==> src/rtl/decode_pkg.sv <==
// Shared defaults for the decode stage: field widths, the load flag position and the ID/EX
// record layout that EX-side blocks use when they run at the default widths.
package decode_pkg;

    localparam int DATA_W_D     = 32;
    localparam int PC_W_D       = 48;
    localparam int RA_W_D       = 5;
    localparam int OPC_W_D      = 6;
    localparam int ALU_FW_D     = 4;
    localparam int MEM_FW_D     = 3;
    localparam int WB_FW_D      = 2;
    localparam int MEM_RD_BIT_D = 0;
    localparam int CNT_W_D      = 16;

    typedef struct packed {
        logic                valid;
        logic [PC_W_D-1:0]   pc1;
        logic [OPC_W_D-1:0]  opcode;
        logic [DATA_W_D-1:0] immediate;
        logic [RA_W_D-1:0]   rd;
        logic [ALU_FW_D-1:0] flags_alu;
        logic [MEM_FW_D-1:0] flags_mem;
        logic [WB_FW_D-1:0]  flags_wb;
        logic [DATA_W_D-1:0] data_one;
        logic [DATA_W_D-1:0] data_two;
    } idex_t;

    // A bubble is an all-zero record: not valid and no side-effecting flags.
    localparam idex_t BUBBLE = '0;

endpackage

==> src/rtl/reg_file_2r1w.sv <==
// Register file with two operand read ports, one debug read port and a single write port.
// Reads see a same-cycle write (write-through bypass); the whole array clears on reset.
module reg_file_2r1w #(
    parameter int DATA_W   = 32,
    parameter int RA_W     = 5,
    parameter int ZERO_REG = 1
) (
    input  logic              clk,
    input  logic              rst,
    input  logic              we_i,
    input  logic [RA_W-1:0]   waddr_i,
    input  logic [DATA_W-1:0] wdata_i,
    input  logic [RA_W-1:0]   raddr_a_i,
    output logic [DATA_W-1:0] rdata_a_o,
    input  logic [RA_W-1:0]   raddr_b_i,
    output logic [DATA_W-1:0] rdata_b_o,
    input  logic [RA_W-1:0]   raddr_dbg_i,
    output logic [DATA_W-1:0] rdata_dbg_o
);

    localparam int NREG = 2 ** RA_W;

    logic [DATA_W-1:0] mem_q [NREG];
    logic              wr_en;

    // A write to a hard-wired zero register is dropped and never bypassed.
    assign wr_en = we_i && !((ZERO_REG != 0) && (waddr_i == '0));

    function automatic logic [DATA_W-1:0] read_port(input logic [RA_W-1:0] addr);
        if ((ZERO_REG != 0) && (addr == '0))
            return '0;
        else if (wr_en && (waddr_i == addr))
            return wdata_i;
        else
            return mem_q[addr];
    endfunction

    assign rdata_a_o   = read_port(raddr_a_i);
    assign rdata_b_o   = read_port(raddr_b_i);
    assign rdata_dbg_o = read_port(raddr_dbg_i);

    always_ff @(posedge clk) begin
        if (rst) begin
            for (int i = 0; i < NREG; i++)
                mem_q[i] <= '0;
        end else if (wr_en) begin
            mem_q[waddr_i] <= wdata_i;
        end
    end

endmodule

==> src/rtl/decode_stage_pipe.sv <==
// ID stage: operand read, load-use hazard detection and the registered ID/EX boundary.
// Valid/ready: IF/ID holds its instruction while stall is high; EX consumes whenever out_valid is set.
module decode_stage_pipe
    import decode_pkg::*;
#(
    parameter int DATA_W     = DATA_W_D,
    parameter int PC_W       = PC_W_D,
    parameter int RA_W       = RA_W_D,
    parameter int OPC_W      = OPC_W_D,
    parameter int ALU_FW     = ALU_FW_D,
    parameter int MEM_FW     = MEM_FW_D,
    parameter int WB_FW      = WB_FW_D,
    parameter int MEM_RD_BIT = MEM_RD_BIT_D,
    parameter int ZERO_REG   = 1,
    parameter int CNT_W      = CNT_W_D
) (
    input  logic              clk,
    input  logic              rst,
    input  logic              in_valid,
    input  logic [PC_W-1:0]   pc1,
    input  logic [OPC_W-1:0]  opcode,
    input  logic [RA_W-1:0]   rd,
    input  logic [RA_W-1:0]   rs,
    input  logic [RA_W-1:0]   rt,
    input  logic              uses_rt,
    input  logic [DATA_W-1:0] immediate,
    input  logic              flags_deco,
    input  logic [ALU_FW-1:0] flags_alu,
    input  logic [MEM_FW-1:0] flags_mem,
    input  logic [WB_FW-1:0]  flags_wb,
    input  logic [RA_W-1:0]   wb_dir,
    input  logic [DATA_W-1:0] wb_data,
    input  logic              wb_we,
    input  logic              flush,
    output logic              stall,
    output logic              out_valid,
    output logic [PC_W-1:0]   pc1_out,
    output logic [OPC_W-1:0]  opcode_out,
    output logic [DATA_W-1:0] immediate_out,
    output logic [RA_W-1:0]   rd_out,
    output logic [ALU_FW-1:0] flags_alu_out,
    output logic [MEM_FW-1:0] flags_mem_out,
    output logic [WB_FW-1:0]  flags_wb_out,
    output logic [DATA_W-1:0] data_one,
    output logic [DATA_W-1:0] data_two,
    input  logic [RA_W-1:0]   dbg_addr,
    output logic [DATA_W-1:0] dbg_data,
    output logic [CNT_W-1:0]  stall_cnt
);

    logic              valid_q;
    logic [PC_W-1:0]   pc1_q;
    logic [OPC_W-1:0]  opcode_q;
    logic [DATA_W-1:0] imm_q;
    logic [RA_W-1:0]   rd_q;
    logic [ALU_FW-1:0] falu_q;
    logic [MEM_FW-1:0] fmem_q;
    logic [WB_FW-1:0]  fwb_q;
    logic [DATA_W-1:0] d1_q, d2_q;
    logic [DATA_W-1:0] rdata_a, rdata_b;
    logic [CNT_W-1:0]  cnt_q, cnt_d;
    logic              hazard;

    reg_file_2r1w #(.DATA_W(DATA_W), .RA_W(RA_W), .ZERO_REG(ZERO_REG)) u_rf (
        .clk         (clk),
        .rst         (rst),
        .we_i        (wb_we),
        .waddr_i     (wb_dir),
        .wdata_i     (wb_data),
        .raddr_a_i   (rs),
        .rdata_a_o   (rdata_a),
        .raddr_b_i   (rt),
        .rdata_b_o   (rdata_b),
        .raddr_dbg_i (dbg_addr),
        .rdata_dbg_o (dbg_data)
    );

    // A load sitting in ID/EX whose destination feeds this instruction cannot be forwarded yet.
    assign hazard = in_valid && valid_q && fmem_q[MEM_RD_BIT] && (rd_q != '0) &&
                    ((rd_q == rs) || (uses_rt && (rd_q == rt)));
    assign stall  = hazard && !flush && !rst;

    always_ff @(posedge clk) begin
        if (rst || flush || stall) begin
            valid_q  <= 1'b0;
            pc1_q    <= '0;
            opcode_q <= '0;
            imm_q    <= '0;
            rd_q     <= '0;
            falu_q   <= '0;
            fmem_q   <= '0;
            fwb_q    <= '0;
            d1_q     <= '0;
            d2_q     <= '0;
        end else begin
            valid_q  <= in_valid;
            pc1_q    <= pc1;
            opcode_q <= opcode;
            imm_q    <= immediate;
            rd_q     <= rd;
            falu_q   <= in_valid ? flags_alu : '0;
            fmem_q   <= in_valid ? flags_mem : '0;
            fwb_q    <= in_valid ? flags_wb  : '0;
            d1_q     <= flags_deco ? rdata_a : '0;
            d2_q     <= flags_deco ? rdata_b : '0;
        end
    end

    always_comb begin
        cnt_d = cnt_q;
        if (stall && (cnt_q != {CNT_W{1'b1}}))
            cnt_d = cnt_q + 1'b1;
    end

    always_ff @(posedge clk) begin
        if (rst) cnt_q <= '0;
        else     cnt_q <= cnt_d;
    end

    assign out_valid     = valid_q;
    assign pc1_out       = pc1_q;
    assign opcode_out    = opcode_q;
    assign immediate_out = imm_q;
    assign rd_out        = rd_q;
    assign flags_alu_out = falu_q;
    assign flags_mem_out = fmem_q;
    assign flags_wb_out  = fwb_q;
    assign data_one      = d1_q;
    assign data_two      = d2_q;
    assign stall_cnt     = cnt_q;

endmodule

==> config.mk <==
export PLATFORM = sky130hd
export DESIGN_NAME = decode_stage_pipe
export DESIGN_NICKNAME = d
export VERILOG_FILES = /design/src/rtl/decode_pkg.sv /design/src/rtl/reg_file_2r1w.sv /design/src/rtl/decode_stage_pipe.sv
export SDC_FILE = /design/constraint.sdc
export NUM_CORES = 2
export LEC_CHECK = 0
export CAP_MARGIN = 20
export CORE_UTILIZATION = 50
export CTS_CLUSTER_DIAMETER = 200
export DETAILED_ROUTE_END_ITERATION = 8
export PLACE_DENSITY = 0.69
export REMOVE_ABC_BUFFERS = 1
export SLEW_MARGIN = 25
export SYNTH_ARGS = -nofsm -noshare
export SYNTH_HDL_FRONTEND = slang
export SYNTH_SLANG_ARGS = --single-unit
==> constraint.sdc <==
create_clock -name clk -period 3.9 [get_ports clk]
set_input_delay 0.585 -clock clk [delete_from_list [all_inputs] [get_ports clk]]
set_output_delay 0.585 -clock clk [all_outputs]
set_load 0.01 [all_outputs]
# --- Word-level counts from Yosys, hierarchy flattened ---
# Memories as Yosys holds them, arrays and structs flattened. A register that Yosys moved wholly into a read port is not among the register bits.
# Cells that the tools add are included.
word_totals:
  register_bits: 117
  n_memories: 1
  mem_bits_rw: 1024
  inputBits: 159
memory_table:
  columns: ["memory", "words", "word_bits", "read_ports", "rd_ports_with_merged_regs", "wr", "line_no", "source"]
  rows:
  - ["u_rf.mem_q", 32, 32, 3, 2, 32, "reg_file_2r1w.sv:23", "logic [DATA_W-1:0] mem_q [NREG];"]
classes:
  n_reduce_logical: 25
  n_eq_ne: 4
  bitwise: 2
  addsub: 1
  mux: 10
ops:
  columns: ["operator", "n"]
  rows:
  - ["$mux W32", 3]
  - ["$reduce_or A32 Y1", 1]
  - ["$logic_not A5 Y1", 4]
  - ["$add A16 B1 Y16 const B", 1]
  - ["$ne A16 B16 Y1 const B", 1]
  - ["$eq A5 B5 Y1", 3]
  - ["$logic_and A1 B1 Y1", 10]
  - ["$mux W1", 6]
  - ["$reduce_or A3 Y1", 2]
  - ["$mux W5", 1]
  - ["$reduce_bool A5 Y1", 1]
  - ["$logic_not A1 Y1", 3]
  - ["$logic_or A1 B1 Y1", 3]
  - ["$not A1 Y1", 2]
  - ["$reduce_or A2 Y1", 1]

# --- Longest topological paths before layout ---
depth:
  ltp_word: 8
  ltp_mapped: 10
  mapped_depth_nobuf: 7

# --- Modules after synthesis ---
# From an unflattened synthesis, not the netlist that was laid out.
unflattened:
  cells_unflattened: 5232
  area_unflattened_um2: 69545.4
by_module_without_submodules:
  columns: ["module", "cells_per_inst", "instances", "area_each_um2"]
  rows:
  - ["reg_file_2r1w", 4751, 1, 64066.4]
  - ["decode_stage_pipe", 481, 1, 5479.0]

# --- Least setup slack after synthesis ---
# OpenSTA, ideal clock, no wires.
synth_path:
  kind: "input-to-output"
  start: "in dbg_addr[0]"
  end: "out dbg_data[5]"
  slack_ps: 765
  required_ps: 3315
  t_arrival_ps: 2550
  path_buffers: 4
  stages: 8
  path_cell_list: "clkbuf_1 -> buf_4 -> buf_2 -> buf_2 -> mux4_2 -> a22oi_1 -> nand2_1 -> a221o_1"
synth_between:
  elab_chain_len: 4
  word_cells_on_any_way: 6
  classes_between: "1 x eq/ne; 2 x mux; 2 x reduce/logical; 1 x memory"
synth_rtl:
  columns: ["element", "line_no", "source"]
  rows:
  - ["start: declaration", "decode_stage_pipe.sv:46", "input logic [RA_W-1:0] dbg_addr,"]
  - ["branches (longest 3 deep; another with $mem_v2 Z32 W32)", null, null]
  - ["$mux W32 *", "reg_file_2r1w.sv:30", "if ((ZERO_REG != 0) && (addr == '0))"]
  - ["end: declaration", "decode_stage_pipe.sv:47", "output logic [DATA_W-1:0] dbg_data,"]
# Mark *: on every way between the ends.

# --- Worst setup path in the final report ---
layout_path:
  start: "in dbg_addr[0]"
  end: "out dbg_data[27]"
# The elaborated chain is that of the path after synthesis.

==> qor.yml <==
finish:
  area_delta_synth_final_pct: 17.8
  drive_gt1_share_pct: 26.9
  fin_util_pct: 59.3
  final_area_mm2: 0.0805
  layout.nets: 5093
timing:
  hold_slack_ns: 0.194
  fin_crit_sh_pct: 99.2
  finClkSkew_ns: 0.0222
  fin_tns_setup_ns: 0
  fmax_mhz: 258
  worst_slew_pin_slew_ns: 1.00
  timing.final.max_slew_violations: 0
  slew_headroom_pct: 33.4
  finalSetupViolCount: 0
  timing.final.crit_period_ns: 3.87
  hold_viol_final: 0
clocking:
  clk_path_buf_depth: 3
  clockRootBuffer: "clkbuf_16"
  cts_buffers: 138
  clock_sinks: 1205
  clk_pin_slew_ns: 0.06
  h-tree-depth: 4
  ctsHoldBuffers: 0
  insertion_delay_ns: 0.81
  post_cts_buffers: 0
  cts_tree: "yes"
critical_path:
  critical-path-top-cell-by-count: "buf_4"
  path_class: "in -> out"
  max_stage_delay_ns: 0.65
  cp-start-kind: "input pin"
  critical_path.endpoint_type: "output pin"
  path_max_fanout: 20
  cp.required_ns: 3.31
  crit_chain: "buf_8, buf_12, buf_4, mux2i_1, a221oi_1, a22o_1, o31ai_1, o21ai_1, buf_4, clkdlybuf4s50_1"
  worstPathArrival_ns: 3.29
  cpMaxStageDelayCell: "a221oi_1"
route:
  ant_nets: 0
  remaining_drc_errors: 0
  first_iter_violations: 9609
  drt_first_pass_iters: 8
  totalWireLength_mm: 263
  post_drt_via_cell_ratio: 7.19
  vias: 49200
  wire_per_inst_um: 38.4
floorplanning:
  placementRows: 135
  core_area_mm2: 0.136
  dieArea_mm2: 0.138
  start_util_pct: 50.4
  ios: 373
  die_y_um: 372
  die_w_um: 372
grt:
  antenna_found_initial: 26
  first_global_vias: 47400
  grt_usage_pct: 38.0
  grt_overflow: 0
  grt_first_pass_wirelength_mm: 363
  grt_max_degree: 97
yosys:
  yosysSeqAreaShare_pct: 50.3
  ys_ff_latch: 1205
  synth_top_flop_cell: "edfxtp_1"
  syn_avg_cell_area_um2: 14.9
  yosysWarnings: 0
  synth_cells: 4598
  synth_area_mm2: 0.0684
  async_flop_share_pct: 0
  ys_types: 54
  synth-edff-count: 1024
place:
  gp_congestion: 0.905
  place_area_mm2: 0.0761
  port_buffers: 372
  dp_hpwl_mm: 154
flow_run:
  drv_cap: 0
outcome:
  status: "finished clean"
power_and_ir_drop:
  max-vdd-ir-drop_uv: 435
  p_per_area_mw_per_mm2: 411
  p_leak_uw: 0.0284
worst_hold_path:
  min_path_type: "in -> reg"
## cells by family (layout without fill, tap and decap cells)
logic type	count (synthesis)	count (layout)	share of synthesized area (%)
xor+xnor	28	28	0.359
mux	1095	1095	29.9
flops	1205	1205	50.3
compound gates	367	367	4.17
other cells	1	52	0.00549
simple gates	1382	1382	12.1
buf+inv	519	932	3.12
fa+ha+maj	1	1	0.0183
## power breakdown
part / total, µW / leakage (µW) / internal [µW] / switching [µW]
clock network: 12900 / 0.00209 / 7140 / 5710
logic: 5060 / 0.0151 / 2410 / 2650
registers: 15100 / 0.0112 / 14700 / 483
total: 33000 / 0.0284 / 24200 / 8840
## layout by cell type (no fill, tap or decap), types with 32 or more instances in the layout
master           count
edfxtp_1          1024
and2_1            1005
mux4_2             759
clkdlybuf4s50_1    351
mux2i_1            334
buf_4              218
dfxtp_1            181
a22oi_1            138
clkbuf_16          138
and3_1              97
nand2_1             91
buf_12              86
a32o_1              68
clkbuf_1            46
o21ai_0             41
nor2_4              36
conb_1              32
## worst max-delay path: cells and delay by family
kind	cells	cell delay [ns]
compound gates	4	1.18
mux	1	0.10
buf+inv	5	1.39
## cell usage after synthesis, drive strengths merged (11+ instances only)
| master | number | area (µm²) |
|---|---|---|
| edfxtp | 1024 | 30700 |
| and2 | 1007 | 6300 |
| mux4 | 759 | 17100 |
| clkbuf | 342 | 1280 |
| mux2i | 334 | 3340 |
| dfxtp | 181 | 3620 |
| buf | 168 | 815 |
| a22oi | 140 | 1050 |
| and3 | 97 | 607 |
| nand2 | 91 | 342 |
| a32o | 68 | 681 |
| nor2 | 61 | 229 |
| o21ai | 45 | 229 |
| or2 | 34 | 213 |
| a221oi | 31 | 272 |
| nand3 | 24 | 120 |
| nor2b | 21 | 131 |
| a21oi | 18 | 90.1 |
| a211oi | 16 | 120 |
| xor2 | 15 | 131 |
| a32oi | 14 | 123 |
| xnor2 | 13 | 114 |
| a221o | 11 | 110 |
| a31oi | 11 | 68.8 |
## per-stage QoR
step                total power (µW)  std cells  setup slack [ns]
floorplan                      17700       4119            -0.922
global placement               20200       6574            -0.360
detailed placement             20300       6574            -0.300
CTS                            32900       6823           0.00810
global route                   33700       6825           -0.0499
finish                         33000       6843            0.0297
## final cells by class
cell class	count	area, µm²
inverter	9	43.8
clock inverter	60	664
multi-input combinational	2905	32300
fill	10300	55100
antenna	20	50.0
clock buffer	189	3690
timing repair buffer	674	7100
sequential	1205	34400
tap	1781	2230
## sequential cells by signal, indices dropped and copies added (netlist names)
| register | cells |
|---|---|
| flags_wb_out | 2 |
| u_rf.mem_q | 1024 |
| opcode_out | 6 |
| data_two | 32 |
| data_one | 32 |
| immediate_out | 32 |
| rd_out | 5 |
| stall_cnt | 16 |
| pc1_out | 48 |
| flags_mem_out | 3 |
| flags_alu_out | 4 |
| out_valid | 1 |
## layer usage
metal,part of all wire (%),routed length (µm),vias up,global-route usage (%)
li1,-,-,18800,-
met5,0.014,37,-,0.245
met1,33,87300,24800,48.6
met3,15,40700,964,12.4
met2,44,117000,4614,56.7
met4,6.9,18100,6,22.6
## final timing paths
check / start / to / slack [ns] / cells past startpoint
worst max-delay path: dbg_addr[0] / dbg_data[27] / 0.03 / 10
worst min-delay path: rst / stall_cnt[0] / 0.19 / 2
worst max register to register: rd_out[3] / data_one[10] / 1.15 / 8
worst min register to register: stall_cnt[4] / stall_cnt[4] / 0.52 / 2
## timing repair
action,CTS,global route
endpoints found under the hold margin,0,0
endpoints found under the setup margin,16,9
gates resized for setup,16,13
cloned,0,0
(Power assumes the default switching activity.)
